==> src/rtl/cache_set_if.sv <==
// Bus bundle for one cache set: lookup request/response, victim report and refill beats.
// Handshake: a request transfers on a rising edge where req_valid && req_ready are both 1;
// the requester holds its fields stable while req_valid is 1. rsp_valid, refill_valid and
// miss_valid have no ready: the receiver must take them in the cycle they are high.
interface cache_set_if #(
    parameter int TAG_WIDTH    = 20,
    parameter int OFFSET_WIDTH = 4,
    parameter int DATA_WIDTH   = 32,
    parameter int WAY_NUM      = 4
);
    localparam int WB = (WAY_NUM > 1) ? $clog2(WAY_NUM) : 1;

    logic                    req_valid;
    logic                    req_ready;
    logic                    req_write;
    logic [TAG_WIDTH-1:0]    req_tag;
    logic [OFFSET_WIDTH-1:0] req_offset;
    logic [DATA_WIDTH/8-1:0] req_byte_en;
    logic [DATA_WIDTH-1:0]   req_wdata;

    logic                    rsp_valid;
    logic                    rsp_hit;
    logic [WB-1:0]           rsp_way;
    logic [DATA_WIDTH-1:0]   rsp_rdata;

    logic                    miss_valid;
    logic                    miss_dirty;
    logic [TAG_WIDTH-1:0]    miss_tag;
    logic [WB-1:0]           miss_way;

    logic                    refill_valid;
    logic [OFFSET_WIDTH-1:0] refill_offset;
    logic [DATA_WIDTH-1:0]   refill_data;
    logic                    refill_last;

    logic                    flush;

    modport master (
        output req_valid, req_write, req_tag, req_offset, req_byte_en, req_wdata,
        output refill_valid, refill_offset, refill_data, refill_last, flush,
        input  req_ready, rsp_valid, rsp_hit, rsp_way, rsp_rdata,
        input  miss_valid, miss_dirty, miss_tag, miss_way
    );

    modport slave (
        input  req_valid, req_write, req_tag, req_offset, req_byte_en, req_wdata,
        input  refill_valid, refill_offset, refill_data, refill_last, flush,
        output req_ready, rsp_valid, rsp_hit, rsp_way, rsp_rdata,
        output miss_valid, miss_dirty, miss_tag, miss_way
    );
endinterface

==> src/rtl/cache_set.sv <==
// One set of a set-associative cache: tag lookup with byte-merge writes, age-based LRU,
// victim selection on miss and line refill from the next level.
module cache_set #(
    parameter int TAG_WIDTH    = 20,
    parameter int OFFSET_WIDTH = 4,
    parameter int DATA_WIDTH   = 32,
    parameter int WAY_NUM      = 4
) (
    input  logic       clk,
    input  logic       rst,
    cache_set_if.slave bus,
    output logic       state_debug
);
    localparam int WB    = (WAY_NUM > 1) ? $clog2(WAY_NUM) : 1;
    localparam int LINE  = 2 ** OFFSET_WIDTH;
    localparam int BYTES = DATA_WIDTH / 8;

    typedef enum logic {IDLE = 1'b0, MISS = 1'b1} state_t;
    state_t state_q, state_d;

    logic [WAY_NUM-1:0]    valid_q;
    logic [WAY_NUM-1:0]    dirty_q;
    logic [TAG_WIDTH-1:0]  tag_q  [WAY_NUM];
    logic [WB-1:0]         age_q  [WAY_NUM];
    logic [DATA_WIDTH-1:0] data_q [WAY_NUM][LINE];

    logic [TAG_WIDTH-1:0]  fill_tag_q;
    logic [WB-1:0]         miss_way_q;
    logic                  miss_dirty_q;
    logic [TAG_WIDTH-1:0]  miss_tag_q;
    logic                  rsp_valid_q;
    logic                  rsp_hit_q;
    logic [WB-1:0]         rsp_way_q;
    logic [DATA_WIDTH-1:0] rsp_rdata_q;

    logic          hit;
    logic [WB-1:0] hit_way;
    logic [WB-1:0] victim;
    logic          ready;
    logic          accept;
    logic          refill_beat;
    logic          fill_done;
    logic          flush_now;
    logic          touch_en;
    logic [WB-1:0] touch_way;

    // Tag compare (lowest index wins) and victim choice: lowest invalid way, else the oldest.
    always_comb begin
        hit     = 1'b0;
        hit_way = '0;
        victim  = '0;
        for (int i = WAY_NUM - 1; i >= 0; i--) begin
            if (valid_q[i] && tag_q[i] == bus.req_tag) begin
                hit     = 1'b1;
                hit_way = WB'(i);
            end
        end
        for (int i = 0; i < WAY_NUM; i++) begin
            if (age_q[i] == WB'(WAY_NUM - 1)) victim = WB'(i);
        end
        for (int i = WAY_NUM - 1; i >= 0; i--) begin
            if (!valid_q[i]) victim = WB'(i);
        end
    end

    // Next-state and handshake decode; a miss parks the set until the last refill beat.
    always_comb begin
        state_d     = state_q;
        ready       = 1'b0;
        accept      = 1'b0;
        refill_beat = 1'b0;
        fill_done   = 1'b0;
        case (state_q)
            IDLE: begin
                ready  = !bus.flush;
                accept = bus.req_valid && ready;
                if (accept && !hit) state_d = MISS;
            end
            MISS: begin
                refill_beat = bus.refill_valid;
                fill_done   = bus.refill_valid && bus.refill_last;
                if (fill_done) state_d = IDLE;
            end
            default: state_d = IDLE;
        endcase
    end

    assign flush_now = (state_q == IDLE) && bus.flush;
    assign touch_en  = (accept && hit) || fill_done;
    assign touch_way = fill_done ? miss_way_q : hit_way;

    // FSM state register.
    always_ff @(posedge clk or negedge rst) begin
        if (!rst) state_q <= IDLE;
        else      state_q <= state_d;
    end

    // LRU ages: the touched way becomes youngest, every way younger than it ages by one.
    always_ff @(posedge clk or negedge rst) begin
        if (!rst) begin
            for (int i = 0; i < WAY_NUM; i++) age_q[i] <= WB'(i);
        end else if (touch_en) begin
            for (int i = 0; i < WAY_NUM; i++) begin
                if (WB'(i) == touch_way)              age_q[i] <= '0;
                else if (age_q[i] < age_q[touch_way]) age_q[i] <= age_q[i] + 1'b1;
            end
        end
    end

    // Line metadata: flush drops valid/dirty, write hits dirty the line, last beat installs it.
    always_ff @(posedge clk or negedge rst) begin
        if (!rst) begin
            valid_q <= '0;
            dirty_q <= '0;
            for (int i = 0; i < WAY_NUM; i++) tag_q[i] <= '0;
        end else if (flush_now) begin
            valid_q <= '0;
            dirty_q <= '0;
        end else if (accept && hit && bus.req_write) begin
            dirty_q[hit_way] <= 1'b1;
        end else if (fill_done) begin
            tag_q[miss_way_q]   <= fill_tag_q;
            valid_q[miss_way_q] <= 1'b1;
            dirty_q[miss_way_q] <= 1'b0;
        end
    end

    // Data words are not reset; a way only becomes readable after a complete install.
    always_ff @(posedge clk) begin
        if (accept && hit && bus.req_write) begin
            for (int b = 0; b < BYTES; b++) begin
                if (bus.req_byte_en[b])
                    data_q[hit_way][bus.req_offset][b*8 +: 8] <= bus.req_wdata[b*8 +: 8];
            end
        end else if (refill_beat) begin
            data_q[miss_way_q][bus.refill_offset] <= bus.refill_data;
        end
    end

    // Response pulse plus victim capture; the victim fields stay frozen for the whole miss.
    always_ff @(posedge clk or negedge rst) begin
        if (!rst) begin
            rsp_valid_q  <= 1'b0;
            rsp_hit_q    <= 1'b0;
            rsp_way_q    <= '0;
            rsp_rdata_q  <= '0;
            miss_way_q   <= '0;
            miss_dirty_q <= 1'b0;
            miss_tag_q   <= '0;
            fill_tag_q   <= '0;
        end else begin
            rsp_valid_q <= accept;
            if (accept) begin
                rsp_hit_q   <= hit;
                rsp_way_q   <= hit ? hit_way : victim;
                rsp_rdata_q <= (hit && !bus.req_write) ? data_q[hit_way][bus.req_offset] : '0;
            end
            if (accept && !hit) begin
                miss_way_q   <= victim;
                miss_dirty_q <= dirty_q[victim];
                miss_tag_q   <= tag_q[victim];
                fill_tag_q   <= bus.req_tag;
            end
        end
    end

    assign bus.req_ready  = ready;
    assign bus.rsp_valid  = rsp_valid_q;
    assign bus.rsp_hit    = rsp_hit_q;
    assign bus.rsp_way    = rsp_way_q;
    assign bus.rsp_rdata  = rsp_rdata_q;
    assign bus.miss_valid = (state_q == MISS);
    assign bus.miss_dirty = miss_dirty_q;
    assign bus.miss_tag   = miss_tag_q;
    assign bus.miss_way   = miss_way_q;
    assign state_debug    = state_q;
endmodule

==> src/flat_wrapper.sv <==
// flat-port wrapper written by rule: the top's interface ports become plain ports
module cache_set_flat 
#(
    parameter int TAG_WIDTH    = 20,
    parameter int OFFSET_WIDTH = 4,
    parameter int DATA_WIDTH   = 32,
    parameter int WAY_NUM      = 4
)
  (clk, rst, state_debug, bus_req_valid, bus_req_write, bus_req_tag, bus_req_offset, bus_req_byte_en, bus_req_wdata, bus_refill_valid, bus_refill_offset, bus_refill_data, bus_refill_last, bus_flush, bus_req_ready, bus_rsp_valid, bus_rsp_hit, bus_rsp_way, bus_rsp_rdata, bus_miss_valid, bus_miss_dirty, bus_miss_tag, bus_miss_way);
  cache_set_if #(.TAG_WIDTH(TAG_WIDTH), .OFFSET_WIDTH(OFFSET_WIDTH), .DATA_WIDTH(DATA_WIDTH), .WAY_NUM(WAY_NUM)) bus_i ();
  input  logic clk;
  input  logic rst;
  output logic state_debug;
  input wire logic [$bits(bus_i.req_valid)-1:0] bus_req_valid;
  input wire logic [$bits(bus_i.req_write)-1:0] bus_req_write;
  input wire logic [$bits(bus_i.req_tag)-1:0] bus_req_tag;
  input wire logic [$bits(bus_i.req_offset)-1:0] bus_req_offset;
  input wire logic [$bits(bus_i.req_byte_en)-1:0] bus_req_byte_en;
  input wire logic [$bits(bus_i.req_wdata)-1:0] bus_req_wdata;
  input wire logic [$bits(bus_i.refill_valid)-1:0] bus_refill_valid;
  input wire logic [$bits(bus_i.refill_offset)-1:0] bus_refill_offset;
  input wire logic [$bits(bus_i.refill_data)-1:0] bus_refill_data;
  input wire logic [$bits(bus_i.refill_last)-1:0] bus_refill_last;
  input wire logic [$bits(bus_i.flush)-1:0] bus_flush;
  output wire logic [$bits(bus_i.req_ready)-1:0] bus_req_ready;
  output wire logic [$bits(bus_i.rsp_valid)-1:0] bus_rsp_valid;
  output wire logic [$bits(bus_i.rsp_hit)-1:0] bus_rsp_hit;
  output wire logic [$bits(bus_i.rsp_way)-1:0] bus_rsp_way;
  output wire logic [$bits(bus_i.rsp_rdata)-1:0] bus_rsp_rdata;
  output wire logic [$bits(bus_i.miss_valid)-1:0] bus_miss_valid;
  output wire logic [$bits(bus_i.miss_dirty)-1:0] bus_miss_dirty;
  output wire logic [$bits(bus_i.miss_tag)-1:0] bus_miss_tag;
  output wire logic [$bits(bus_i.miss_way)-1:0] bus_miss_way;
  assign bus_i.req_valid = bus_req_valid;
  assign bus_i.req_write = bus_req_write;
  assign bus_i.req_tag = bus_req_tag;
  assign bus_i.req_offset = bus_req_offset;
  assign bus_i.req_byte_en = bus_req_byte_en;
  assign bus_i.req_wdata = bus_req_wdata;
  assign bus_i.refill_valid = bus_refill_valid;
  assign bus_i.refill_offset = bus_refill_offset;
  assign bus_i.refill_data = bus_refill_data;
  assign bus_i.refill_last = bus_refill_last;
  assign bus_i.flush = bus_flush;
  assign bus_req_ready = bus_i.req_ready;
  assign bus_rsp_valid = bus_i.rsp_valid;
  assign bus_rsp_hit = bus_i.rsp_hit;
  assign bus_rsp_way = bus_i.rsp_way;
  assign bus_rsp_rdata = bus_i.rsp_rdata;
  assign bus_miss_valid = bus_i.miss_valid;
  assign bus_miss_dirty = bus_i.miss_dirty;
  assign bus_miss_tag = bus_i.miss_tag;
  assign bus_miss_way = bus_i.miss_way;
  cache_set #(.TAG_WIDTH(TAG_WIDTH), .OFFSET_WIDTH(OFFSET_WIDTH), .DATA_WIDTH(DATA_WIDTH), .WAY_NUM(WAY_NUM)) u_core (.clk(clk), .rst(rst), .bus(bus_i), .state_debug(state_debug));
endmodule
==> config.mk <==
export PLATFORM = sky130hd
export DESIGN_NAME = cache_set_flat
export DESIGN_NICKNAME = d
export VERILOG_FILES = /design/src/rtl/cache_set_if.sv /design/src/rtl/cache_set.sv /design/src/flat_wrapper.sv
export SDC_FILE = /design/constraint.sdc
export NUM_CORES = 2
export LEC_CHECK = 0
export CORE_AREA = 10 10 602 604
export CTS_BUF_LIST = sky130_fd_sc_hd__clkbuf_4 sky130_fd_sc_hd__clkbuf_8
export DETAILED_ROUTE_END_ITERATION = 16
export DIE_AREA = 0 0 612 614
export PLACE_DENSITY_LB_ADDON = 0.08
export SYNTH_ARGS = -nofsm -noshare
export SYNTH_HDL_FRONTEND = slang
export SYNTH_SLANG_ARGS = --single-unit
==> constraint.sdc <==
create_clock -name clk -period 4.2 [get_ports clk]
set_input_delay 0.84 -clock clk [delete_from_list [all_inputs] [get_ports clk]]
set_output_delay 0.84 -clock clk [all_outputs]
set_load 0.02 [all_outputs]
==> impl_summary.log <==
INFO  metric worst-endpoint-required = 5.20 ns
INFO  metric ys.flop_type = edfxtp_1
INFO  metric unrepaired_setup_endpoints_after_global_routing = yes
INFO  metric drt_first_iter_violations = 6095
INFO  metric critPathCapture = u_core.bus.rsp_rdata[13]
INFO  metric groute.usage.overall = 0.2176
INFO  metric arrival_time_at_the_worst_endpoint = 5.21 ns
INFO  metric total_clock_buffers_created_by_cts = 405
INFO  metric syn_avg_cell_area = 14.24 sq um
INFO  metric power.density_cell_area = 457.1 mW/mm^2
INFO  metric endpoint_kind = register
INFO  metric timing_worst_slew_pin_value = 1.406 ns
INFO  metric drive_gt1_frac = 0.3032
INFO  metric postSynthRegisterBits = 2224
INFO  metric mappedNetlistNets = 6240
INFO  metric floorplan.rows = 218
INFO  metric ys_types = 80
INFO  metric postLayoutSetupSlackWorst = -0.01919 ns
INFO  metric cp_slowest_stage_delay = 0.51 ns
INFO  metric avgRoutedWirePerCell = 33.68 microns
INFO  metric clock-skew-final = 0.07599 ns
INFO  metric rr_worst_depth = 15
INFO  metric grt_first_pass_wirelength = 571.1 mm
INFO  metric worstReg2RegStart = u_core.tag_q[11]
INFO  metric failed_checks = negative setup slack
INFO  metric layout_common_cells = edfxtp_1 (2048), buf_4 (1125), nor2_1 (860)
INFO  metric run_status = finished, violations left
INFO  metric dr_total_vias = 63643
INFO  metric vias_per_cell = 5.032
INFO  metric netlist_area = 0.08732 sq mm
INFO  metric route.met3.wl = 23.32 mm
INFO  metric nNetsFinal = 7808
INFO  metric flow.area_growth_from_synthesis = 33.31%
INFO  metric routabilityCongestion = 0.8443
INFO  metric route.final.wire_length = 426.0 mm
INFO  metric static-leakage-power = 40.48 nW
INFO  metric syn-instance-count = 6130
INFO  metric cp_common_cell = buf_4
INFO  metric cts.reportedPaths.clkPinSlew = 0.06 ns
INFO  metric path_max_fanout = 18
INFO  metric count_of_yosys_warnings_during_synthesis = 0
INFO  metric clock_insertion_delay_at_the_later_pin_of_the_skew_report = 1.13 ns
INFO  metric drv_slew = 0
INFO  metric setup.worst_path.start_class = register
INFO  metric x_dimension_of_the_die = 612 microns
INFO  metric final_core_utilization = 0.3319
INFO  metric fmax = 237.0 MHz
INFO  metric dieHeight = 614 microns
INFO  metric core = 0.3508 sq mm
INFO  metric cp_cell_sequence = xor2_2, or4_4, or4_4, a211o_4, or3_4, buf_12, buf_16, buf_4, o22ai_1, nor3_1, buf_4, o21ai_2, nor4_4, buf_4, a32o_1
INFO  metric detail_route.first_pass.iterations = 6
INFO  metric cts-root-to-sink-buffers = 4
INFO  metric fin_crit_sh = 1.005
INFO  metric crit_slowest_cell = or4_4
INFO  metric max_slew_margin = 0.06271
INFO  metric vdd_ir_drop_max = 0.2260 mV
INFO  metric preCtsSetupSlack = -1.960 ns
INFO  metric synth-edff-count = 2048
INFO  metric critical_path_startpoint = u_core.tag_q[11]
INFO  metric final_hold_vio_count = 0
INFO  metric hold-worst-slack = 0.2184 ns
INFO  metric final-setup-viol-count = 3
INFO  metric timing.hold.worst.class = primary input to asynchronous set/reset pin
INFO  metric seq_area_frac_synth = 0.7548
INFO  metric detail-route-antenna-nets = 0
INFO  metric post-layout-total-power = 53.21 mW
INFO  metric async_flop_share = 0.07914
INFO  metric clk_root_buffer_cell = clkbuf_8
INFO  metric timing.setup.critical_path_class = register to register
INFO  metric first_global_vias = 63839
INFO  metric cts_tree = done
INFO  metric dp_hpwl = 289.3 mm
INFO  metric max-cap-violations = 0
INFO  metric routedLengthMet1 = 190.0 mm
INFO  metric drt_drc_violations_left = 0
INFO  metric layout.cells.most_common = edfxtp_1
INFO  metric reg2reg_to = u_core.bus.rsp_rdata[13]
INFO  metric setup.reg_to_reg.worst_slack = -0.02 ns
INFO  metric start_util = 0.2489
INFO  metric grt_start_max_net_pins = 76
INFO  metric dr.max_layer_used = met5
INFO  metric pin_count = 165
INFO  metric cts_max_level = 5
INFO  metric cts_num_sinks = 2224
INFO  metric die_area = 0.3758 sq mm
INFO  metric antenna_found_initial = 35
INFO  metric number_of_port_buffers = 164
INFO  metric finalCriticalPeriod = 4.219 ns
INFO  metric met2RoutedLength = 198.9 mm
INFO  metric global_route.overflow_total = 0
-- synthesized netlist by cell type (12+ instances only) --
| cell | n | share of area |
|---|---|---|
| a2111oi_0 | 14 | 0.0014 |
| mux2_2 | 104 | 0.013 |
| o22ai_1 | 533 | 0.038 |
| a21o_1 | 12 | 0.0010 |
| buf_2 | 62 | 0.0036 |
| a31oi_1 | 20 | 0.0014 |
| nand2_1 | 314 | 0.013 |
| nand2b_1 | 16 | 0.0011 |
| nor2b_1 | 27 | 0.0019 |
| xnor2_1 | 68 | 0.0068 |
| a211oi_1 | 12 | 0.0010 |
| nand4_1 | 32 | 0.0023 |
| xor2_1 | 13 | 0.0013 |
| o2111ai_1 | 21 | 0.0021 |
| a32o_1 | 15 | 0.0017 |
| nand3_1 | 39 | 0.0022 |
| a2bb2oi_1 | 28 | 0.0028 |
| nor4_1 | 24 | 0.0017 |
| a22o_1 | 15 | 0.0015 |
| or3_1 | 15 | 0.0011 |
| o221ai_1 | 48 | 0.0048 |
| nor3_1 | 280 | 0.016 |
| mux2i_1 | 12 | 0.0014 |
| a22oi_1 | 23 | 0.0020 |
| dfrtp_1 | 172 | 0.049 |
| a21oi_1 | 174 | 0.010 |
| a221oi_1 | 14 | 0.0014 |
| o211ai_1 | 24 | 0.0021 |
| clkbuf_1 | 288 | 0.012 |
| and3_1 | 15 | 0.0011 |
| inv_1 | 25 | 0.0011 |
| o22a_1 | 69 | 0.0069 |
| o21ai_0 | 316 | 0.018 |
| edfxtp_1 | 2048 | 0.70 |
| o31a_1 | 21 | 0.0021 |
| buf_1 | 49 | 0.0021 |
| o31ai_1 | 105 | 0.0090 |
| nor2_1 | 923 | 0.040 |
-- kinds of logic after synthesis --
kind of cell,after synthesis,share of synthesized area
DFF,2224,0.7548
muxes,124,0.01685
xor gates and xnor gates,81,0.008124
adders and majority gates,7,0.001003
AOI/OAI and AO/OA,1530,0.1145
and+or+nand+nor,1728,0.08438
buffers and inverters,436,0.02032
-- flip-flops by register name, indices dropped and copies added, names as in the netlist, 2 cells and up --
| signal | flops |
|---|---|
| u_core.age_q | 8 |
| u_core.bus.miss_tag | 20 |
| u_core.bus.miss_way | 2 |
| u_core.bus.rsp_rdata | 32 |
| u_core.bus.rsp_way | 2 |
| u_core.data_q | 2048 |
| u_core.dirty_q | 4 |
| u_core.fill_tag_q | 20 |
| u_core.tag_q | 80 |
| u_core.valid_q | 4 |
-- layer usage --
metal	vias to the layer above	global-route usage
met3	557	0.02856
met5	-	0
li1	27104	-
met4	8	0.06474
met2	2346	0.3558
met1	33628	0.3021
-- where the power goes --
part / total (mW) / switching [mW] / internal [mW]
registers: 26.3 / 0.547 / 25.8
logic: 6.54 / 4.18 / 2.35
clock network: 20.3 / 9.65 / 10.7
-- stage by stage --
| stage | area [sq um] | instances | TNS, ns |
|---|---|---|---|
| after floorplan | 87670 | 6130 | -54.93 |
| after global placement | 107400 | 11875 | -1941.19 |
| after detailed placement | 107400 | 11875 | -1944.28 |
| after CTS | 115700 | 12616 | -0.1227 |
| after global routing | 116400 | 12640 | -0.9970 |
| final | 116400 | 12648 | -0.03248 |
-- worst max-delay path: cells and delay by family, from the launching register on --
family          cells  cell delay [ns]
simple gates        5             1.59
flops               1             0.41
buf+inv             5             0.90
compound gates      4             0.89
xor+xnor            1             0.21
-- how the worst min path moves through the flow --
stage	slack, ns	endpoint	from	cells past startpoint
detailed placement	0.47	u_core.bus.miss_tag[18]	u_core.bus.miss_tag[18]	2
floorplan	0.49	u_core.dirty_q[1]	u_core.dirty_q[1]	2
global route	0.22	u_core.bus.miss_tag[11]	rst	2
CTS	0.12	u_core.tag_q[11]	rst	2
finish	0.22	u_core.bus.miss_tag[11]	rst	2
global placement	0.46	u_core.bus.miss_tag[7]	u_core.bus.miss_tag[7]	2
-- area by class of cell --
cell class | instances | area [sq um]
antenna | 13 | 32.53
timing repair buffer | 1571 | 15760
sequential | 2224 | 65910
clock buffer | 567 | 6859
fill | 34844 | 234400
tap | 4620 | 5781
clock inverter | 157 | 888.4
inverter | 26 | 97.59
multi-input combinational | 3470 | 21080
-- repair_timing --
action	in CTS	in global routing
pin swaps	9	17
setup endpoints to repair	1057	593
endpoints found under the hold margin	67	0
gates resized for setup	75	83
gates cloned	4	6
setup buffers	12	13
hold buffers	1	0
Power figures use the tool's default switching activity.
